--- src/rtl/syn_fifo_pkg.sv ---
// Shared types and constants for the bit-serial modulator front end:
// modulation selects, FSM states and the 16-entry signed sine table.
package syn_fifo_pkg;

    localparam int SAMPLES = 16;
    localparam int DATA_W  = 16;

    typedef enum logic [1:0] {
        MOD_ASK  = 2'b00,
        MOD_FSK  = 2'b01,
        MOD_PSK  = 2'b10,
        MOD_RSVD = 2'b11
    } mod_sel;

    typedef enum logic {
        IDLE = 1'b0,
        GEN  = 1'b1
    } fsm_state;

    typedef logic signed [DATA_W-1:0] sample_t;

    // round(32767 * sin(2*pi*k/16)), one full carrier period
    localparam sample_t SINE_LUT [SAMPLES] = '{
         16'sd0,      16'sd12539,  16'sd23170,  16'sd30273,
         16'sd32767,  16'sd30273,  16'sd23170,  16'sd12539,
         16'sd0,     -16'sd12539, -16'sd23170, -16'sd30273,
        -16'sd32767, -16'sd30273, -16'sd23170, -16'sd12539
    };

    function automatic sample_t sine_at(input logic [3:0] idx);
        return SINE_LUT[idx];
    endfunction

endpackage

--- src/rtl/syn_fifo_carrier_gen.sv ---
// Combinational carrier sample for one (mode, bit, sample index) triple.
// SYNFIFO_ASK_HALF_AMP_EN makes ASK bit 0 a half-amplitude carrier instead of silence.
module syn_fifo_carrier_gen
    import syn_fifo_pkg::*;
(
    input  logic                     mode_sel_bit0_unused_guard,
    input  logic [1:0]               mode,
    input  logic                     bitVal,
    input  logic [3:0]               cnt,
    output logic signed [DATA_W-1:0] sample
);

    logic signed [DATA_W-1:0] baseSample;
    logic signed [DATA_W-1:0] dblSample;
    logic                     unusedGuard;

    assign unusedGuard = mode_sel_bit0_unused_guard;

    // FSK "1" runs the table at twice the rate: index (2*cnt) mod 16
    assign baseSample = sine_at(cnt);
    assign dblSample  = sine_at({cnt[2:0], 1'b0});

    always_comb begin
        sample = '0;
        case (mode)
            MOD_ASK: begin
                if (bitVal) begin
                    sample = baseSample;
                end else begin
`ifdef SYNFIFO_ASK_HALF_AMP_EN
                    sample = baseSample >>> 1;
`else
                    sample = '0;
`endif
                end
            end
            MOD_FSK: sample = bitVal ? dblSample : baseSample;
            // |S| <= 32767, so negation cannot overflow
            MOD_PSK: sample = bitVal ? baseSample : -baseSample;
            default: sample = '0;
        endcase
    end

endmodule

--- src/rtl/syn_fifo.sv ---
// 1-bit synchronous FIFO feeding a symbol generator: each pop emits 16 carrier samples.
// Optional build macro: SYNFIFO_ASK_HALF_AMP_EN (half-amplitude ASK "0", see carrier_gen).
module syn_fifo
    import syn_fifo_pkg::*;
#(
    parameter int DEPTH = 8
) (
    input  logic                     CLK,
    input  logic                     RESET,
    input  logic [1:0]               SELMod,
    input  logic                     wEN,
    input  logic                     rEN,
    input  logic                     dIn,
    output logic                     bFull,
    output logic                     bEmpty,
    output logic                     send_in,
    output logic signed [DATA_W-1:0] data_pt
);

    localparam int             PTR_W    = $clog2(DEPTH);
    localparam logic [PTR_W:0] FULL_CNT = (PTR_W + 1)'(DEPTH);
    localparam logic [3:0]     LAST_CNT = 4'(SAMPLES - 1);

    logic                     mem [DEPTH];
    logic [PTR_W-1:0]         wPtrReg;
    logic [PTR_W-1:0]         rPtrReg;
    logic [PTR_W:0]           countReg;

    fsm_state                 stateReg;
    fsm_state                 stateNext;
    logic [3:0]               cntReg;
    logic [1:0]               modeReg;
    logic                     rdataReg;

    logic                     wrEn;
    logic                     popEn;
    logic                     sendNext;
    logic signed [DATA_W-1:0] sampleNext;
    logic signed [DATA_W-1:0] carrierSample;

    assign bFull  = (countReg == FULL_CNT);
    assign bEmpty = (countReg == '0);

    // A write while full is dropped even if a pop frees a slot on the same edge
    assign wrEn  = wEN && !bFull;
    assign popEn = (stateReg == IDLE) && rEN && !bEmpty;

    // Storage has no reset so it can map onto distributed/block RAM
    always_ff @(posedge CLK) begin
        if (wrEn) begin
            mem[wPtrReg] <= dIn;
        end
    end

    syn_fifo_carrier_gen u_carrier (
        .mode_sel_bit0_unused_guard (1'b0),
        .mode                       (modeReg),
        .bitVal                     (rdataReg),
        .cnt                        (cntReg),
        .sample                     (carrierSample)
    );

    // State register plus all registered datapath/outputs
    always_ff @(posedge CLK or posedge RESET) begin
        if (RESET) begin
            wPtrReg  <= '0;
            rPtrReg  <= '0;
            countReg <= '0;
            stateReg <= IDLE;
            cntReg   <= '0;
            modeReg  <= MOD_ASK;
            rdataReg <= 1'b0;
            data_pt  <= '0;
            send_in  <= 1'b0;
        end else begin
            stateReg <= stateNext;
            data_pt  <= sampleNext;
            send_in  <= sendNext;

            if (wrEn) begin
                wPtrReg <= wPtrReg + PTR_W'(1);
            end

            case ({wrEn, popEn})
                2'b10:   countReg <= countReg + (PTR_W + 1)'(1);
                2'b01:   countReg <= countReg - (PTR_W + 1)'(1);
                default: countReg <= countReg;
            endcase

            if (popEn) begin
                rdataReg <= mem[rPtrReg];
                rPtrReg  <= rPtrReg + PTR_W'(1);
                modeReg  <= SELMod;
                cntReg   <= '0;
            end else if (stateReg == GEN) begin
                cntReg <= cntReg + 4'd1;
            end
        end
    end

    always_comb begin
        stateNext = stateReg;
        case (stateReg)
            IDLE:    if (popEn) stateNext = GEN;
            GEN:     if (cntReg == LAST_CNT) stateNext = IDLE;
            default: stateNext = IDLE;
        endcase
    end

    // Outputs are zero outside GEN, including the idle cycle between symbols
    always_comb begin
        sampleNext = '0;
        sendNext   = 1'b0;
        if (stateReg == GEN) begin
            sampleNext = carrierSample;
            sendNext   = (cntReg == LAST_CNT);
        end
    end

endmodule

--- config.mk ---
export PLATFORM = sky130hd
export DESIGN_NAME = syn_fifo
export DESIGN_NICKNAME = d
export VERILOG_FILES = /design/src/rtl/syn_fifo_pkg.sv /design/src/rtl/syn_fifo_carrier_gen.sv /design/src/rtl/syn_fifo.sv
export SDC_FILE = /design/constraint.sdc
export NUM_CORES = 1
export LEC_CHECK = 0
export BUFFER_PORTS_ARGS = -buffer_cell sky130_fd_sc_hd__buf_2
export CORE_UTILIZATION = 45
export DETAILED_ROUTE_END_ITERATION = 8
export HOLD_SLACK_MARGIN = 0.03
export PLACE_DENSITY = 0.66
export SLEW_MARGIN = 25
export SYNTH_ARGS = -nofsm -noshare
export SYNTH_HDL_FRONTEND = slang
export SYNTH_SLANG_ARGS = --single-unit
--- constraint.sdc ---
create_clock -name CLK -period 7.6 [get_ports CLK]
set_clock_uncertainty 0.2 [all_clocks]
set_input_delay 1.52 -clock CLK [delete_from_list [all_inputs] [get_ports CLK]]
set_output_delay 1.52 -clock CLK [all_outputs]
set_load 0.02 [all_outputs]
# Word level (Yosys, flattened, before mapping)
# Memories as Yosys holds them, arrays and structs flattened. A register that Yosys moved wholly into a read port is not among the register bits.
# Index checks and enable logic that the tools add are counted.
# op_classes
addsub	6
n_reduce_logical	9
n_lt_le_gt_ge	2
mux	18
n_eq_ne	6
bitwise	3
# op_table
operator	n
16-bit 2-to-1 mux	8
16-bit one-hot mux with 3 select lines	1
16-bit negation	1
5-bit >= comparator, second input constant	2
4-bit NOT with 5-bit output	2
4-bit by 1-bit adder with 4-bit output, second input constant	2
4-bit equality test, second input constant	2
4-bit 2-to-1 mux	2
4-bit one-hot mux with 2 select lines	1
3-bit by 1-bit adder with 3-bit output, second input constant	2
1-bit 2-to-1 mux	5
2-bit by 1-bit equality test with 1-bit output, second input constant	2
2-bit equality test, second input constant	2
4-bit zero test	1
2-bit nonzero test	2
4-bit by 1-bit subtractor with 4-bit output, second input constant	1
1-bit logical AND	3
1-bit zero test	2
2-bit zero test	1
1-bit one-hot mux with 2 select lines	1
1-bit NOT	1
# totals
romBits	512
reg_bits	34
ram_bits	8
output_inout_bits	19
input_bits	7
n_memories	3
# memory_table
name	depth	width	read_ports	rd_clocked_by_memory_dff	write_ports	line	source
(name not given)	16	16	1	0	0	syn_fifo_pkg.sv:31	return SINE_LUT[idx];
(name not given)	16	16	1	0	0	syn_fifo_pkg.sv:31	
mem	8	1	1	1	1	syn_fifo.sv:24	logic mem [DEPTH];

# Logic depth before layout (Yosys ltp)
# logic_depth
ltp_word	8
mapped_depth	13
mapped_depth_nobuf	12

# Hierarchy
# From an unflattened synthesis, not the netlist that was laid out.
# hier_totals
hier_cells	294
area_unflattened_um2	2895.3
# modules_own_cells
mod	cells_per_inst	seq_area_each_um2	n_inst	area_each_um2
syn_fifo	133	1116.1	1	1795.5
syn_fifo_carrier_gen	161	0.0	1	1099.8

# Least setup slack after synthesis
# No wires, ideal clock.
# synth_timing
kind	input-to-reg
start	input rEN
end	register countReg[3]
stages	9
t_arrival_ps	3384
t_required_ps	7275
slack_ps	3891
path_cell_list	nor3b_1 -> clkbuf_1 -> ha_1 -> ha_1 -> a21o_1 -> a21oi_1 -> xnor2_1 -> nor2_1 -> xor2_1
# synth_via
elab_chain_cells	4
word_cells_on_any_way	6
# synth_rtl
item	line	source
start, declared	syn_fifo.sv:12	input logic rEN,
1-bit logical AND (*) (2 in series)	syn_fifo.sv:46	assign popEn = (stateReg == IDLE) && rEN && !bEmpty;
named net popEn	syn_fifo.sv:36	logic popEn;
2-bit by 1-bit equality test with 1-bit output or 2-bit equality test (tied branches)	syn_fifo.sv:84	case ({wrEn, popEn})
4-bit one-hot mux with 2 select lines or 2-bit nonzero test (tied branches)	n/a	
end signal, assigned	syn_fifo.sv:85	2'b10: countReg <= countReg + (PTR_W + 1)'(1);
end signal, assigned	syn_fifo.sv:86	2'b01: countReg <= countReg - (PTR_W + 1)'(1);
end signal, assigned	syn_fifo.sv:87	default: countReg <= countReg;
end, declared	syn_fifo.sv:27	logic [PTR_W:0] countReg;
# Mark *: on every way through the listed nets, which the timed path passes. The rest lies on a longest branch.
# A chain may end at the register's enable or synchronous reset.

# Worst setup path in the final report
# layout_timing
start	register cntReg[0]
end	register data_pt[12]
# layout_via
elab_chain_cells	8
word_cells_on_any_way	14
# layout_rtl
item	line	source
start, declared	syn_fifo.sv:31	logic [3:0] cntReg;
start signal, assigned	syn_fifo.sv:96	cntReg <= cntReg + 4'd1;
4-bit NOT with 5-bit output (not written as such)	syn_fifo_pkg.sv:31	
memory 16 x 16 bit	n/a	
16-bit 2-to-1 mux (not written as such) (2 in series)	syn_fifo_pkg.sv:31	
16-bit negation	syn_fifo_carrier_gen.sv:39	MOD_PSK: sample = bitVal ? baseSample : -baseSample;
16-bit 2-to-1 mux	syn_fifo_carrier_gen.sv:39	
16-bit one-hot mux with 3 select lines (*)	syn_fifo_carrier_gen.sv:25	case (mode)
16-bit 2-to-1 mux (*)	syn_fifo.sv:114	if (stateReg == GEN) begin
named net sampleNext[12]	syn_fifo.sv:38	logic signed [DATA_W-1:0] sampleNext;
end signal, assigned	syn_fifo.sv:77	data_pt <= sampleNext;
end, declared	syn_fifo.sv:17	output logic signed [DATA_W-1:0] data_pt
# Mark *: on every way through the listed nets, which the timed path passes. The rest lies on a longest branch. The select of a mux whose other input is x is not followed.

==> summary.txt <==
Status
  – Status: finished, final reports clean

STA
  – Slew Limit Headroom: 38.25%
  – Highest Clock Rate: 299.2 MHz
  – Post-Route Setup TNS: 0 ns
  – Final hold viol count: 0
  – Pin slew with the least headroom to its limit: 0.9262 ns
  – Final Critical Period: 3.342 ns
  – RSZ-0062 raised after global routing: no
  – Fin. max-slew vios: 0
  – Fin crit share: 43.97%
  – Final setup vio count: 0

Clocking
  – Clock Pin Slew Worst Setup and Hold Paths: 0.09 ns
  – Clk Latency, worst-skew pair: 0.30 ns
  – Post-CTS sizing: 0
  – CTS tree: yes
  – Clk sinks: 43
  – Num CTS Buffers: 5
  – Maximum clock path buffer count: 2
  – # hold bufs at CTS: 0
  – H-tree levels: 2
  – Setup bufs post-CTS: 0
  – Root Buffer: clkbuf_8

Setup path
  – CP Max Fanout: 11
  – Worst EP required: 7.64 ns
  – Startpoint types: flop
  – Endpoint type of the worst setup path: flop
  – Critical path class: reg2reg
  – Critical path arrival: 3.38 ns

Worst hold path
  – Worst Hold Class: reg2reg

Power
  – Total power: 1.594 mW
  – Maximum VDD drop: 0.0002369 V
  – Lkg Pwr: 1.372 nW
  – PwrDens: 507.0 nW/µm²

Global routing
  – Gr usage total: 21.40%
  – Initial antenna violation count: 0
  – Global-route wire length before repair: 10,930 µm
  – Largest net degree at the start of global routing: 36
  – Met3 Use GR: 5.055%
  – Met2 usage: 34.46%
  – GR peak layer: met2
  – Vias in the first global route: 2,284
  – Met1 Usage GRT: 28.42%
  – Grt ovf: 0

Floorplanning
  – Site Rows: 28
  – Top Ports: 26
  – DIE WIDTH: 82.13 µm
  – Starting density of the core: 47.67%
  – Die height: 82.13 µm
  – Die area: 6745 µm²
  – CORE AREA: 6061 µm²

Detailed routing
  – Vias per cell: 5.833
  – Initial DRC count: 195
  – Drt wl/cell: 15.41 µm
  – Routed Antenna Nets: 0
  – Drt pass-1 iters: 5
  – Final WL: 6272 µm
  – Total number of vias: 2,374
  – Residual DRC count: 0

Synthesis
  – Synth Area in Compound Gates: 15.85%
  – Syn Inst Count: 310
  – Syn Area/Cell: 9.319 µm²
  – Post-synthesis mux area share: 7.709%
  – Post-Synth Adder-Cell Area: 6.756%
  – Post-synthesis simple-gate area fraction: 21.65%
  – Netlist cell types: 62
  – Largest family of logic cells by synthesized area: simple AND/OR/NAND/NOR gates
  – Synth Area in XOR/XNOR: 4.547%
  – Post-synthesis sequential area ratio: 38.63%
  – Syn nets: 332
  – Number of synthesized flops with an enable pin: 8
  – YS warnings: 0
  – Asr flop ratio synth: 81.40%
  – Flops & latches, synth: 43
  – Top FF cell, synth: dfrtp_1
  – Post-Synthesis Cell Area: 2889 µm²

Layout
  – N_diodes: 0
  – Area Overhead vs Synth: 8.792%
  – Layout fillers: 551
  – Nets: 353
  – Layout cell share with drive strength beyond 1: 15.66%
  – Post-layout util: 51.86%

Placed design
  – PortBufs: 25
  – DP HPWL: 4533 µm
  – Placer Congestion: 0.9180

Flow run
  – Max-cap check violation count: 0
## worst max-delay path, cell delays in order, from the launching register on
cell	delay (ns)
dfrtp_1	0.57
inv_1	0.20
ha_1	0.43
nor2_1	0.06
nor3_1	0.40
nand2b_1	0.22
inv_1	0.06
ha_1	0.24
nand3_1	0.22
nor2_1	0.13
a2111oi_1	0.35
o31a_1	0.21
## cell usage after synthesis (5+ instances only)
| cell | instances | area share [%] |
|---|---|---|
| nand2_1 | 36 | 4.7 |
| edfxtp_1 | 8 | 8.3 |
| nand2b_1 | 10 | 2.2 |
| o21ai_0 | 15 | 2.6 |
| inv_1 | 14 | 1.8 |
| mux2i_1 | 5 | 1.7 |
| ha_1 | 14 | 6.1 |
| nor2b_1 | 6 | 1.3 |
| dfrtp_1 | 35 | 30 |
| xor2_1 | 5 | 1.5 |
| nor2_1 | 33 | 4.3 |
| clkbuf_1 | 6 | 0.78 |
| a21oi_1 | 16 | 2.8 |
| nand3_1 | 7 | 1.2 |
| xnor2_1 | 10 | 3.0 |
| nor3_1 | 10 | 1.7 |
## cells by family (layout without fill, tap and decap cells)
logic type | Yosys count | count (layout)
flip-flops | 43 | 43
AO/OA/AOI/OAI | 68 | 68
adder cells (fa/ha/maj) | 15 | 15
XOR/XNOR | 15 | 15
buffers and inverters | 30 | 52
AND/OR/NAND/NOR | 124 | 124
multiplexers | 15 | 15
## layout make-up
type | count | area [µm²] | share of cell area [%]
clock inverters | 3 | 23.77 | 0.7564
flip-flops and latches | 43 | 1116 | 35.51
repair buffers | 28 | 147.6 | 4.697
well taps | 75 | 93.84 | 2.986
clock buffers | 5 | 68.82 | 2.189
multi-input cells | 237 | 1633 | 51.95
inverters | 16 | 60.06 | 1.911
## per-stage QoR
step / area, µm² / std cells / hold slack [ns] / setup WS [ns]
after global placement: 3050 / 399 / 0.2810 / 4.109
final: 3143 / 407 / 0.3144 / 4.258
after floorplan: 2889 / 310 / 0.2635 / 3.891
after global routing: 3143 / 407 / 0.3449 / 4.046
after CTS: 3143 / 407 / 0.3165 / 4.302
after detailed placement: 3050 / 399 / 0.3016 / 4.061
## state kept, by name, summed over array words and instances (netlist names)
register  count
data_pt      16
cntReg        4
countReg      4
mem           8
rdataReg      1
stateReg      1
send_in       1
wPtrReg       3
rPtrReg       3
modeReg       2
## path summary, 6_finish.rpt
kind / depth (start not counted) / start / slack (ns) / end
max: 11 / cntReg[0]$_DFFE_PP0P_ / 4.26 / data_pt[12]$_DFF_PP0_
min: 1 / countReg[3]$_DFFE_PP0P_ / 0.31 / countReg[3]$_DFFE_PP0P_
max reg2reg: 11 / cntReg[0]$_DFFE_PP0P_ / 4.26 / data_pt[12]$_DFF_PP0_
min reg2reg: 1 / countReg[3]$_DFFE_PP0P_ / 0.31 / countReg[3]$_DFFE_PP0P_
max in group asynchronous: 3 / RESET / 5.79 / cntReg[3]$_DFFE_PP0P_
min in group asynchronous: 3 / RESET / 1.10 / data_pt[13]$_DFF_PP0_
## power by group
group	switching, mW	total, mW	internal [mW]
Combinational	0.560	0.971	0.411
Sequential	0.149	0.472	0.323
Clock	0.0846	0.150	0.0657
## metal layers
layer	vias to the layer above	part of all wire (%)
met5	-	0
met4	0	1.8
met3	13	6.6
met2	80	48
met1	1134	44
li1	1147	-
## layout by cell type (no fill, tap or decap), drive strengths merged, types with 6 or more instances in the layout
master	n
nor2	33
a21oi	16
buf	28
xnor2	10
inv	15
dfrtp	35
ha	14
nand2	36
o21ai	16
edfxtp	8
nand2b	10
nand3	7
nor3	11
mux2i	6
nor2b	6
Note: power is estimated with default switching activity, not from simulation.
